===== src/rtl/axi4lite_led_sequencer.sv =====
// axi4lite_led_sequencer: every PERIOD cycles writes the next LED pattern over AXI4-Lite, reads it back and checks it
module axi4lite_led_sequencer #(
  parameter int DATA_WIDTH = 32,
  parameter int ADDR_WIDTH = 32,
  parameter int LED_WIDTH = 8,
  parameter int PERIOD = 50000000,
  parameter logic [ADDR_WIDTH-1:0] LED_ADDR = '0,
  parameter logic [LED_WIDTH-1:0] INIT_PATTERN = LED_WIDTH'(1)
) (
  input  logic                    m_axi_aclk,
  input  logic                    m_axi_areset,
  output logic [ADDR_WIDTH-1:0]   m_axi_awaddr,
  output logic                    m_axi_awvalid,
  input  logic                    m_axi_awready,
  output logic [DATA_WIDTH-1:0]   m_axi_wdata,
  output logic [DATA_WIDTH/8-1:0] m_axi_wstrb,
  output logic                    m_axi_wvalid,
  input  logic                    m_axi_wready,
  input  logic [1:0]              m_axi_bresp,
  input  logic                    m_axi_bvalid,
  output logic                    m_axi_bready,
  output logic [ADDR_WIDTH-1:0]   m_axi_araddr,
  output logic                    m_axi_arvalid,
  input  logic                    m_axi_arready,
  input  logic [DATA_WIDTH-1:0]   m_axi_rdata,
  input  logic [1:0]              m_axi_rresp,
  input  logic                    m_axi_rvalid,
  output logic                    m_axi_rready,
  input  logic                    enable,
  input  logic [1:0]              mode,
  output logic [LED_WIDTH-1:0]    pattern,
  output logic                    busy,
  output logic                    mismatch,
  output logic                    bus_error,
  output logic                    tick_missed
);
  localparam int TW = $clog2(PERIOD);
  typedef enum logic [2:0] {IDLE, WRITE, WRESP, READ, RDATA, CHECK} state_t;
  state_t state, state_n;
  logic [TW-1:0] timer;
  logic [LED_WIDTH-1:0] rdata_q, shifted, next_pattern;
  logic tick, pending, start, aw_hs, w_hs, aw_done, w_done, dir, flip, unused_rdata;
  assign tick = enable && timer == TW'(PERIOD - 1);
  assign start = state == IDLE && pending && enable;
  assign aw_hs = m_axi_awvalid && m_axi_awready;
  assign w_hs = m_axi_wvalid && m_axi_wready;
  assign m_axi_awaddr = LED_ADDR;
  assign m_axi_araddr = LED_ADDR;
  assign m_axi_wstrb = '1;
  assign unused_rdata = ^m_axi_rdata;
  // dir = 0 moves the bounce toward the MSB, 1 toward the LSB
  assign shifted = dir ? pattern >> 1 : pattern << 1;
  assign flip = mode == 2'd3 && pattern != '0 && (dir ? shifted[0] : shifted[LED_WIDTH-1]);
  always_comb begin
    next_pattern = pattern;
    case (mode)
      2'd0: next_pattern = {pattern[LED_WIDTH-2:0], pattern[LED_WIDTH-1]};
      2'd1: next_pattern = {pattern[0], pattern[LED_WIDTH-1:1]};
      2'd2: next_pattern = pattern + LED_WIDTH'(1);
      default: next_pattern = pattern == '0 ? LED_WIDTH'(1) : shifted;
    endcase
  end
  always_comb begin
    state_n = state;
    case (state)
      IDLE: state_n = start ? WRITE : IDLE;
      WRITE: state_n = (aw_done || aw_hs) && (w_done || w_hs) ? WRESP : WRITE;
      WRESP: state_n = m_axi_bvalid && m_axi_bready ? READ : WRESP;
      READ: state_n = m_axi_arvalid && m_axi_arready ? RDATA : READ;
      RDATA: state_n = m_axi_rvalid && m_axi_rready ? CHECK : RDATA;
      default: state_n = IDLE;
    endcase
  end
  always_ff @(posedge m_axi_aclk) begin
    if (m_axi_areset) state <= IDLE;
    else state <= state_n;
  end
  always_ff @(posedge m_axi_aclk) begin
    if (m_axi_areset) begin
      timer <= '0;
      pending <= 1'b0;
      tick_missed <= 1'b0;
      m_axi_awvalid <= 1'b0;
      m_axi_wvalid <= 1'b0;
      m_axi_bready <= 1'b0;
      m_axi_arvalid <= 1'b0;
      m_axi_rready <= 1'b0;
      m_axi_wdata <= '0;
      pattern <= INIT_PATTERN;
      dir <= 1'b0;
      busy <= 1'b0;
      mismatch <= 1'b0;
      bus_error <= 1'b0;
      aw_done <= 1'b0;
      w_done <= 1'b0;
      rdata_q <= '0;
    end else begin
      timer <= !enable || tick ? '0 : timer + TW'(1);
      pending <= enable && (tick || (pending && !start));
      if (tick && pending && !start) tick_missed <= 1'b1;
      case (state)
        IDLE: if (start) begin
          m_axi_awvalid <= 1'b1;
          m_axi_wvalid <= 1'b1;
          m_axi_wdata <= DATA_WIDTH'(pattern);
          busy <= 1'b1;
          aw_done <= 1'b0;
          w_done <= 1'b0;
        end
        WRITE: begin
          if (aw_hs) begin
            m_axi_awvalid <= 1'b0;
            aw_done <= 1'b1;
          end
          if (w_hs) begin
            m_axi_wvalid <= 1'b0;
            w_done <= 1'b1;
          end
          if (state_n == WRESP) m_axi_bready <= 1'b1;
        end
        WRESP: if (m_axi_bvalid) begin
          m_axi_bready <= 1'b0;
          m_axi_arvalid <= 1'b1;
          if (m_axi_bresp != 2'b00) bus_error <= 1'b1;
        end
        READ: if (m_axi_arready) begin
          m_axi_arvalid <= 1'b0;
          m_axi_rready <= 1'b1;
        end
        RDATA: if (m_axi_rvalid) begin
          m_axi_rready <= 1'b0;
          rdata_q <= m_axi_rdata[LED_WIDTH-1:0];
          if (m_axi_rresp != 2'b00) bus_error <= 1'b1;
        end
        CHECK: begin
          if (rdata_q != pattern) mismatch <= 1'b1;
          pattern <= next_pattern;
          if (flip) dir <= !dir;
          busy <= 1'b0;
        end
        default: ;
      endcase
    end
  end
endmodule


===== config.mk =====
export PLATFORM = sky130hd
export DESIGN_NAME = axi4lite_led_sequencer
export DESIGN_NICKNAME = d
export VERILOG_FILES = /design/src/rtl/axi4lite_led_sequencer.sv
export SDC_FILE = /design/constraint.sdc
export NUM_CORES = 1
export LEC_CHECK = 0
export BUFFER_PORTS_ARGS = -buffer_cell sky130_fd_sc_hd__buf_2
export CAP_MARGIN = 40
export CELL_PAD_IN_SITES_DETAIL_PLACEMENT = 1
export CELL_PAD_IN_SITES_GLOBAL_PLACEMENT = 1
export CORE_UTILIZATION = 37
export CTS_CLUSTER_SIZE = 30
export DETAILED_ROUTE_END_ITERATION = 10
export PLACE_DENSITY = 0.92
export SETUP_SLACK_MARGIN = 0.4
export SLEW_MARGIN = 40
export SYNTH_ARGS = -nofsm -noshare
export SYNTH_HDL_FRONTEND = slang
export SYNTH_SLANG_ARGS = --single-unit

===== constraint.sdc =====
create_clock -name m_axi_aclk -period 5.3 [get_ports m_axi_aclk]
set_input_delay 0.53 -clock m_axi_aclk [delete_from_list [all_inputs] [get_ports m_axi_aclk]]
set_output_delay 0.53 -clock m_axi_aclk [all_outputs]
set_load 0.1 [all_outputs]

==> out/metrics.csv, run 1 <==
stage;metric;value;unit
sta;Hold WS;0.4197;ns
logic_synthesis;Synth warnings;0;
cells_and_area;fillers;1326;
cells_and_area;Layout Cells excl Fill;663;
critical_path;CP Data Arrival Time;2.47;ns
routing;DRT iter0 DRCs;122;
routing;Routed WL;9498;microns
logic_synthesis;Post-synth EDFFs;0;
floorplan;row count;37;
sta;period utilization;0.4184;
sta;clk_skew;0.01024;ns
cells_and_area;ant diodes;0;
logic_synthesis;Main synth FF type;dfxtp_1;
routing;Vias/cell;4.973;
placed_design;PortBufs;46;
sta;setup TNS;0;ns
power;Pwr Total;1.244;mW
clock_tree;H-tree Lvls;3;
logic_synthesis;Post-Syn Instances;494;
power;Max VDD drop;194.8;uV
cells_and_area;most frequent cells in the layout;conb_1, dfxtp_1, nand2_1, buf_2, a21oi_1;
global_routing;pin count of the biggest net entering global routing;42;
power;Sw Ratio;0.4077;
sta;Worst Tran Pin Value;0.7627;ns
cells_and_area;share of layout cells above drive strength 1;0.1423;
power;Int Power;0.7367;mW
logic_synthesis;Post-synth ARST share;0;
critical_path;Critical Path, Cell by Cell;inv_1, ha_1, nor4b_1, a211oi_2, a221oi_1, nor3_1;
sta;RSZ-0062 raised after global routing;no;
power;Combinational Power Share;0.249;
logic_synthesis;register bit total from synthesis;66;
critical_path;family with the most delay on the worst path;compound AO/OA/AOI/OAI gates;
cells_and_area;footprint of the multi-input gates;2182;sq um
routing;via count;3297;
outcome;status;completed;
power;leakage;1.600;nW
global_routing;first-pass GRT wire length;15460;microns
logic_synthesis;Yosys cell types;60;
clock_tree;clock root buffer;clkbuf_8;
sta;Pins Over Slew Limit;0;
clock_tree;Worst-path clk slew;0.08;ns
clock_tree;# Post-CTS Setup Buffers;0;
clock_tree;Inserted Clock Buffers;9;
clock_tree;Hold-fix buffers, CTS;0;
clock_tree;CTS Buffer Depth;2;
placed_design;Post-DP Area;3934;sq um
sta;fmax;451.0;MHz
cells_and_area;fin area;4136;sq um
cells_and_area;final core utilization;0.3971;
routing;DRC Markers;0;
cells_and_area;register area;1321;sq um
job;max-cap violations;0;
critical_path;crit path kind;reg -> reg;
routing;DRT antenna net count;0;
cells_and_area;nets;571;
floorplan;core area;10420;sq um
cells_and_area;Area growth syn-to-layout;3.184;%
global_routing;gr usage total;0.1703;
power;switching power of the nets;0.5071;mW
placed_design;placed instance count;647;
global_routing;initial antenna violation count;0;
clock_tree;clk sinks;66;
critical_path;CP max-delay cell;dfxtp_1;
clock_tree;Worst-Skew Late Latency;0.34;ns
critical_path;crit start category;flop;
logic_synthesis;Synth Cell Area;4009;sq um
critical_path;Crit path buffers/inverters;1;
power;Flop pwr share;0.399;
logic_synthesis;sequential fraction of the synthesis area;0.3296;
critical_path;crit end category;flop;
floorplan;Die Y;106.1;microns
floorplan;Ports;163;
critical_path;Worst Path Max Fanout;13;
critical_path;Max stage delay on crit path;0.62;ns
sta;Slew HR;0.4915;
power;clock group share of total power;0.351;
floorplan;die area;11260;sq um
clock_tree;post-CTS sizing;0;
routing;wire per inst;14.33;microns
sta;Hold Vio Cnt, Final;0;
clock_tree;TritonCTS clock tree;built;
floorplan;Starting Density;0.3849;
global_routing;Remaining Overflow, GRT;0;
cells_and_area;most common cell after layout, fill and taps aside;conb_1;
global_routing;vias in the first global route;3173;
placed_design;Detail Placement HPWL;6928;microns
min_path;worst hold-check path type;in -> reg;
sta;fin worst setup slack;3.082;ns
logic_synthesis;Mean Syn Cell Area;8.115;sq um
critical_path;Critical Path RT;5.56;ns
floorplan;Die X;106.1;microns
placed_design;Final Wtd Congestion;0.7821;
sta;Final setup viols;0;
sta;Final Critical Period;2.218;ns
placed_design;post-place setup slack;3.089;ns
power;pwr dens;300.7;nW/um^2
routing;first drt pass iteration count;5;
[state kept, by name (all words and copies together), names as in the netlist]
signal and count:
bus_error 1, w_done 1, rdata_q 8, m_axi_wvalid 1, busy 1, m_axi_arvalid 1, m_axi_awvalid 1, m_axi_rready 1
timer 26, m_axi_wdata 8, pending 1, aw_done 1, m_axi_bready 1, state 3, tick_missed 1, dir 1
mismatch 1, pattern 8
[cells by family (layout without fill, tap and decap cells)]
kind of cell             after synthesis  after routing  synth area share
multiplexers                          11             11           0.02871
AO/OA/AOI/OAI                         90             90            0.1430
adder cells (fa/ha/maj)                3              3          0.009364
buffers and inverters                127             70            0.2104
AND/OR/NAND/NOR                      170            170            0.2225
XOR/XNOR                              25             25           0.05462
flip-flops                            66             66            0.3296
other                                  2             92          0.001873
[synth_stat cells, drive strengths merged (10+ instances only)]
cell / count / share of area
buf: 100 / 0.18
dfxtp: 66 / 0.33
nand2: 56 / 0.052
a21oi: 39 / 0.049
nor2: 29 / 0.027
clkbuf: 19 / 0.018
nand3: 17 / 0.021
xnor2: 14 / 0.031
o21ai: 13 / 0.016
nor3: 11 / 0.014
xor2: 11 / 0.024
o31ai: 10 / 0.019
[worst paths after layout]
| kind | start | end | slack [ns] | cells past startpoint |
|---|---|---|---|---|
| max reg2reg | pattern[0] | pattern[4] | 3.08 | 6 |
| min reg2reg | mismatch | mismatch | 0.45 | 2 |
| max | pattern[0] | pattern[4] | 3.08 | 6 |
| min | m_axi_rdata[4] | rdata_q[4] | 0.42 | 3 |
[worst register-to-register path, delay by kind of cell, from the launching register on]
family                   cells  cell delay, ns
adder cells (fa/ha/maj)      1            0.22
buffers and inverters        1            0.15
AO/OA/AOI/OAI                2            0.76
AND/OR/NAND/NOR              2            0.38
flip-flops                   1            0.62
[layout make-up]
type,instances,share of cell area
multi-input combinational,391,0.5275
sequential,66,0.3194
timing repair buffer,46,0.05566
tap,136,0.04114
clock buffer,10,0.03327
clock inverter,6,0.01573
inverter,8,0.007260
[power by group through the flow]
stage               Clock, mW  Sequential [mW]  Combinational, mW
global route            0.473            0.497              0.317
global placement            0            0.508              0.307
detailed placement          0            0.508              0.308
floorplan                   0            0.508              0.351
CTS                     0.446            0.497              0.308
finish                  0.437            0.497              0.310
[layer usage]
layer  routed length, microns  global-route usage  part of all wire
met1                     3996              0.2070              0.42
met2                     4948              0.3021              0.52
met3                      441             0.03679             0.046
met4                      112             0.04563             0.012
met5                        0                   0                 0
(Power assumes the default switching activity.)
==> run 2, diff against run 1 <==
ABC_AREA = 1   (was not set)
CORE_UTILIZATION = 31   (was 37)
PLACE_DENSITY = 0.85   (was 0.92)
clock period = 1.9 ns   (was 5.3 ns; I/O delays follow)
==> out/metrics.csv, run 2 <==
stage;metric;value;unit;change
outcome;status;completed;;
critical_path;crit end category;output pin;;
clock_tree;CTS Buffer Depth;2;;unchanged
clock_tree;TritonCTS clock tree;built;;
critical_path;Max stage delay on crit path;0.48;ns;-0.14 ns
critical_path;CP max-delay cell;buf_2;;
sta;fmax;685.4;MHz;
routing;Routed WL;11260;microns;+19%
critical_path;Crit path buffers/inverters;1;;unchanged
clock_tree;Worst-path clk slew;0.06;ns;-0.02 ns
critical_path;Critical R2R Launch;timer[9];;
placed_design;post-place setup slack;0.2203;ns;-2.869 ns
logic_synthesis;Post-synth top cells;nand2_1, buf_4, dfxtp_1;;
placed_design;PortBufs;46;;unchanged
sta;Final Critical Period;1.459;ns;
cells_and_area;most frequent cells in the layout;nand2_1, conb_1, nor2_1, inv_1, dfxtp_1;;
logic_synthesis;Mean Syn Cell Area;6.866;sq um;-15%
sta;clk_skew;0.006850;ns;-0.003386 ns
clock_tree;Inserted Clock Buffers;9;;unchanged
global_routing;first-pass GRT wire length;17770;microns;+15%
power;leakage;2.008;nW;+25%
placed_design;Final Wtd Congestion;0.8653;;+11%
cells_and_area;Area growth syn-to-layout;13.31;%;
clock_tree;clock root buffer;clkbuf_16;;
logic_synthesis;Post-synth EDFFs;0;;unchanged
global_routing;vias in the first global route;3767;;+19%
sta;RSZ-0062 raised after global routing;yes;;
sta;Hold Vio Cnt, Final;0;;unchanged
critical_path;reg-to-reg endpoint;timer[22];;
floorplan;core area;13300;sq um;+28%
floorplan;Starting Density;0.3197;;-0.06518
logic_synthesis;Post-Syn Instances;619;;+25%
critical_path;family with the most delay on the worst path;buffers and inverters;;
cells_and_area;final core utilization;0.3622;;-0.03489
power;pwr dens;825.3;nW/um^2;+170%
global_routing;pin count of the biggest net entering global routing;21;;-50%
global_routing;Remaining Overflow, GRT;0;;unchanged
clock_tree;H-tree Lvls;3;;unchanged
cells_and_area;fin area;4816;sq um;+16%
routing;DRT iter0 DRCs;159;;+30%
sta;period utilization;0.7678;;
min_path;hold_sp;m_axi_rdata[2];;
logic_synthesis;Main synth FF type;dfxtp_1;;
logic_synthesis;Post-synth ARST share;0;;unchanged
critical_path;worst setup path start;pattern[6];;
critical_path;crit path kind;reg -> out;;
routing;via count;3842;;+17%
cells_and_area;nets;722;;+26%
placed_design;Post-DP Area;4335;sq um;+10%
power;Max VDD drop;403.3;uV;+110%
routing;wl on met1;4757;microns;+19%
routing;wire per inst;13.19;microns;-7.9%
routing;first drt pass iteration count;4;;-1
sta;setup TNS;0;ns;unchanged
sta;Final setup viols;0;;unchanged
global_routing;initial antenna violation count;0;;unchanged
logic_synthesis;Yosys cell types;37;;-38%
logic_synthesis;most frequent cell after synthesis;nand2_1;;
critical_path;Critical Path RT;1.71;ns;-3.85 ns
sta;Pins Over Slew Limit;0;;unchanged
routing;DRT antenna net count;0;;unchanged
critical_path;Worst Path Max Fanout;10;;-3
cells_and_area;most common cell after layout, fill and taps aside;nand2_1;;
routing;metal2 WL;5739;microns;+16%
cells_and_area;ant diodes;0;;unchanged
critical_path;crit start category;flop;;
floorplan;row count;42;;+14%
routing;DRC Markers;0;;unchanged
clock_tree;Worst-Skew Late Latency;0.33;ns;about the same
cells_and_area;Largest Register;timer;;
floorplan;Ports;163;;unchanged
logic_synthesis;largest cells by area after synthesis;dfxtp_1, buf_4, nand2_1;;
logic_synthesis;Synth Cell Area;4250;sq um;+6.0%
logic_synthesis;area leader, netlist;dfxtp_1;;
routing;Top Metal Used;met4;;
job;max-cap violations;0;;unchanged
sta;fin worst setup slack;0.4411;ns;-2.641 ns
floorplan;Die Y;119.1;microns;+12%
logic_synthesis;Synth warnings;0;;unchanged
min_path;Hold Path Depth;3;;unchanged
routing;DR WL met3;602;microns;+37%
critical_path;R2R Setup Slk;0.46;ns;-2.62 ns
logic_synthesis;sequential fraction of the synthesis area;0.3109;;-0.01873
routing;Vias/cell;4.499;;-9.5%
min_path;Hold Path End;rdata_q[2];;
critical_path;CP Data Arrival Time;1.27;ns;-1.20 ns
cells_and_area;share of layout cells above drive strength 1;0.2168;;+0.07450
logic_synthesis;register bit total from synthesis;66;;unchanged
logic_synthesis;share of the synthesized area in the top cell type;0.3109;;-0.01873
critical_path;Critical Path, Cell by Cell;buf_2;;
critical_path;FF-to-FF path depth;6;;unchanged
floorplan;Die X;119.1;microns;+12%
min_path;worst hold-check path type;in -> reg;;
cells_and_area;max reg flops;26;;unchanged
power;Pwr Total;3.975;mW;+220%
placed_design;Detail Placement HPWL;8140;microns;+17%
floorplan;die area;14180;sq um;+26%
global_routing;gr usage total;0.1569;;-0.01342
clock_tree;clk sinks;66;;unchanged
critical_path;Worst path depth;1;;-5
run 2: layout make-up:
cell class,instances,area [sq um]
Tap cell,176,220.2
Fill cell,1747,8479
Multi-Input combinational cell,473,2354
Timing Repair Buffer,59,327.8
Clock buffer,11,242.7
Sequential cell,66,1348
Clock inverter,5,63.81
Inverter,64,260.3
run 2: power by group:
group          internal [mW]  switching (mW)
Combinational         0.0310           0.854
Clock                   1.06           0.649
Sequential              1.38         0.00158
Total                   2.47            1.50
run 2: cells by family (layout without fill, tap and decap cells):
family	after synthesis	count (layout)	synth area share
AND/OR/NAND/NOR	274	275	0.2885
AO/OA/AOI/OAI	87	87	0.1142
buffers and inverters	171	139	0.2429
XOR/XNOR	16	16	0.03297
adder cells (fa/ha/maj)	3	3	0.008832
other	2	92	0.001767
flip-flops	66	66	0.3109
run 2: worst max-delay path by stage:
stage                                end  slack, ns
final                         pattern[6]       0.44
after global routing      m_axi_wdata[7]       0.33
after CTS                     pattern[6]       0.43
after detailed placement        timer[9]       0.22
after global placement          timer[8]       0.31
after floorplan                      dir       0.27
run 2: layer usage:
layer | global-route usage | vias up
met3 | 0.04693 | 11
li1 | - | 1894
met2 | 0.2874 | 99
met4 | 0.05142 | 0
met5 | 0 | -
met1 | 0.1706 | 1838
run 2: tightest hold or removal path: stages:
cell and delay [ns]:
buf_2 0.08, nor2_1 0.04, nor2_1 0.08
run 2: through the flow:
step	hold WS [ns]	instances
floorplan	0.3249	709
finish	0.08091	854
CTS	0.06990	850
global route	0.08428	854
global placement	0.4169	829
detailed placement	0.4269	829
run 2: what timing repair did:
item | CTS | global route
hold buffers | 0 | 0
endpoints found under the setup margin | 35 | 42
gates resized for setup | 6 | 24
pin swaps | 4 | 2
gates cloned | 1 | 0
setup buffers | 4 | 4
==> run 3, diff against run 2 <==
ABC_AREA = 0   (was 1)
CORE_UTILIZATION = 35   (was 31)
PLACE_DENSITY = 0.88   (was 0.85)
clock period = 1.4 ns   (was 1.9 ns; I/O delays follow)
==> out/metrics.csv, run 3 (synthesis results as in run 1) <==
stage;metric;value;unit;change
job;max-cap violations;0;;unchanged
cells_and_area;nets;707;;-2.1%
min_path;Hold Path Depth;3;;unchanged
routing;DRC Markers;0;;unchanged
cells_and_area;Layout Cells excl Fill;804;;-5.9%
routing;Routed WL;23560;microns;+110%
global_routing;GR Util met3;0.07352;;+0.02659
critical_path;CP max-delay cell;nor3_1;;
outcome;status;complete, but fails checks;;
min_path;worst hold-check path type;in -> reg;;
sta;period utilization;1.379;;
routing;DRT antenna net count;0;;unchanged
placed_design;PortBufs;46;;unchanged
clock_tree;CTS Buffer Depth;2;;unchanged
clock_tree;Inserted Clock Buffers;9;;unchanged
critical_path;Max stage delay on crit path;0.70;ns;+0.22 ns
critical_path;Crit path buffers/inverters;4;;+3
cells_and_area;most common cell after layout, fill and taps aside;conb_1;;
sta;Final Critical Period;1.930;ns;
min_path;hold_sp;m_axi_rdata[4];;
critical_path;Critical R2R Launch;state[0];;
floorplan;core area;10980;sq um;-17%
critical_path;reg-to-reg endpoint;state[1];;
cells_and_area;max reg flops;26;;unchanged
critical_path;crit start category;flop;;
min_path;Hold Path End;rdata_q[4];;
global_routing;vias in the first global route;4422;;+17%
critical_path;crit path kind;reg -> reg;;
critical_path;CP Data Arrival Time;2.10;ns;+0.83 ns
cells_and_area;fillers;1159;;-34%
clock_tree;Worst-Skew Late Latency;0.36;ns;+0.03 ns
sta;RSZ-0062 raised after global routing;yes;;
sta;fmax;518.0;MHz;
clock_tree;clock root buffer;clkbuf_16;;
placed_design;Final Wtd Congestion;0.8405;;-2.9%
global_routing;Global Route met1 Usage;0.3194;;+0.1488
global_routing;GR peak layer;met2;;
routing;DRT iter0 DRCs;371;;+130%
cells_and_area;final core utilization;0.6336;;+0.2714
power;Max VDD drop;756.0;uV;+87%
clock_tree;H-tree Lvls;3;;unchanged
critical_path;family with the most delay on the worst path;simple AND/OR/NAND/NOR gates;;
clock_tree;TritonCTS clock tree;built;;
critical_path;R2R Setup Slk;-0.53;ns;-0.99 ns
global_routing;first-pass GRT wire length;26430;microns;+49%
sta;Worst Tran Pin Value;0.8231;ns;
critical_path;Crit path top cell by count;buf_6;;
power;pwr dens;803.6;nW/um^2;-2.6%
critical_path;Worst Path Max Fanout;4;;-6
global_routing;pin count of the biggest net entering global routing;23;;+9.5%
cells_and_area;Area growth syn-to-layout;73.60;%;
outcome;failing checks;negative setup slack;;
sta;Slew HR;0.4470;;
placed_design;placed instance count;725;;-13%
critical_path;Critical Path, Cell by Cell;buf_6, buf_6, buf_6, buf_6, a31oi_4, a31oi_1, nor3_1;;
sta;Hold Vio Cnt, Final;0;;unchanged
clock_tree;Worst-path clk slew;0.07;ns;about the same
floorplan;Ports;163;;unchanged
placed_design;Detail Placement HPWL;8913;microns;+9.5%
global_routing;met2 layer usage reported by global route;0.5467;;+0.2593
routing;via count;4662;;+21%
cells_and_area;Largest Register;timer;;
cells_and_area;share of layout cells above drive strength 1;0.5566;;+0.3397
sta;Final setup viols;62;;+62
routing;wire per inst;29.30;microns;+120%
placed_design;post-place setup slack;-0.3808;ns;-0.6011 ns
global_routing;Remaining Overflow, GRT;0;;unchanged
routing;first drt pass iteration count;7;;+3
critical_path;Critical Path RT;1.57;ns;-0.14 ns
sta;fin worst setup slack;-0.5304;ns;-0.9715 ns
floorplan;Starting Density;0.3650;;+0.04532
clock_tree;clk sinks;66;;unchanged
floorplan;row count;38;;-9.5%
sta;clk_skew;0.01650;ns;+0.009649 ns
clock_tree;Hold-fix buffers, CTS;0;;unchanged
floorplan;Die X;109.0;microns;-8.5%
power;Pwr Total;5.593;mW;+41%
power;leakage;2.857;nW;+42%
critical_path;crit end category;flop;;
floorplan;Die Y;109.0;microns;-8.5%
sta;Pins Over Slew Limit;0;;unchanged
routing;Vias/cell;5.799;;+29%
global_routing;gr usage total;0.3050;;+0.1481
global_routing;initial antenna violation count;2;;+2
critical_path;FF-to-FF path depth;7;;+1
floorplan;die area;11890;sq um;-16%
cells_and_area;most frequent cells in the layout;conb_1, buf_4, buf_6, a21oi_2, dfxtp_1;;
[run 3: metrics by stage]
stage	area, sq um	hold slack [ns]	TNS (ns)
final	6959	0.05381	-18.72
after floorplan	4666	0.2437	-9.263
after global routing	6957	0.06175	-21.42
after CTS	6272	0.03810	-9.412
after detailed placement	4761	0.3870	-9.989
after global placement	4761	0.3814	-7.503
[run 3: layout make-up]
class / count / area (sq um) / share of cell area
Antenna cell: 1 / 2.502 / 0.0003596
Sequential cell: 66 / 1424 / 0.2046
Clock buffer: 15 / 299.0 / 0.04297
Tap cell: 140 / 175.2 / 0.02517
Inverter: 8 / 35.03 / 0.005034
Clock inverter: 1 / 5.005 / 0.0007192
Timing Repair Buffer: 182 / 2019 / 0.2902
Multi-Input combinational cell: 391 / 2999 / 0.4310
[run 3: per-layer routing]
layer / part of all wire / up-vias
li1: - / 1869
met1: 0.35 / 2320
met2: 0.49 / 324
met3: 0.079 / 147
met4: 0.076 / 2
met5: 0.00038 / -
[run 3: repair_timing]
action / 4_1_cts / 5_1_grt
buffers inserted: 36 / 19
endpoints found under the setup margin: 91 / 91
pin swaps: 38 / 49
cloned: 5 / 2
resized for setup: 213 / 113
[run 3: worst reg2reg max path: cells and delay by family, from the launching register on]
| kind | cells | cell delay, ns |
|---|---|---|
| buf+inv | 4 | 0.47 |
| compound gates | 2 | 0.21 |
| simple gates | 1 | 0.70 |
| flops | 1 | 0.37 |
[run 3: how the worst max path moves through the flow]
stage / startpoint / endpoint / slack [ns] / cells past startpoint
floorplan: pattern[0] / dir / -0.38 / 7
global placement: timer[11] / timer[25] / -0.29 / 5
detailed placement: timer[11] / timer[12] / -0.38 / 5
CTS: timer[11] / timer[12] / -0.37 / 5
global route: pattern[7] / pattern[0] / -0.62 / 8
finish: state[0] / state[1] / -0.53 / 7
[run 3: report_power, final]
| group | internal [mW] | switching [mW] |
|---|---|---|
| Combinational | 0.0762 | 1.23 |
| Clock | 1.46 | 0.986 |
| Sequential | 1.84 | 0.00406 |
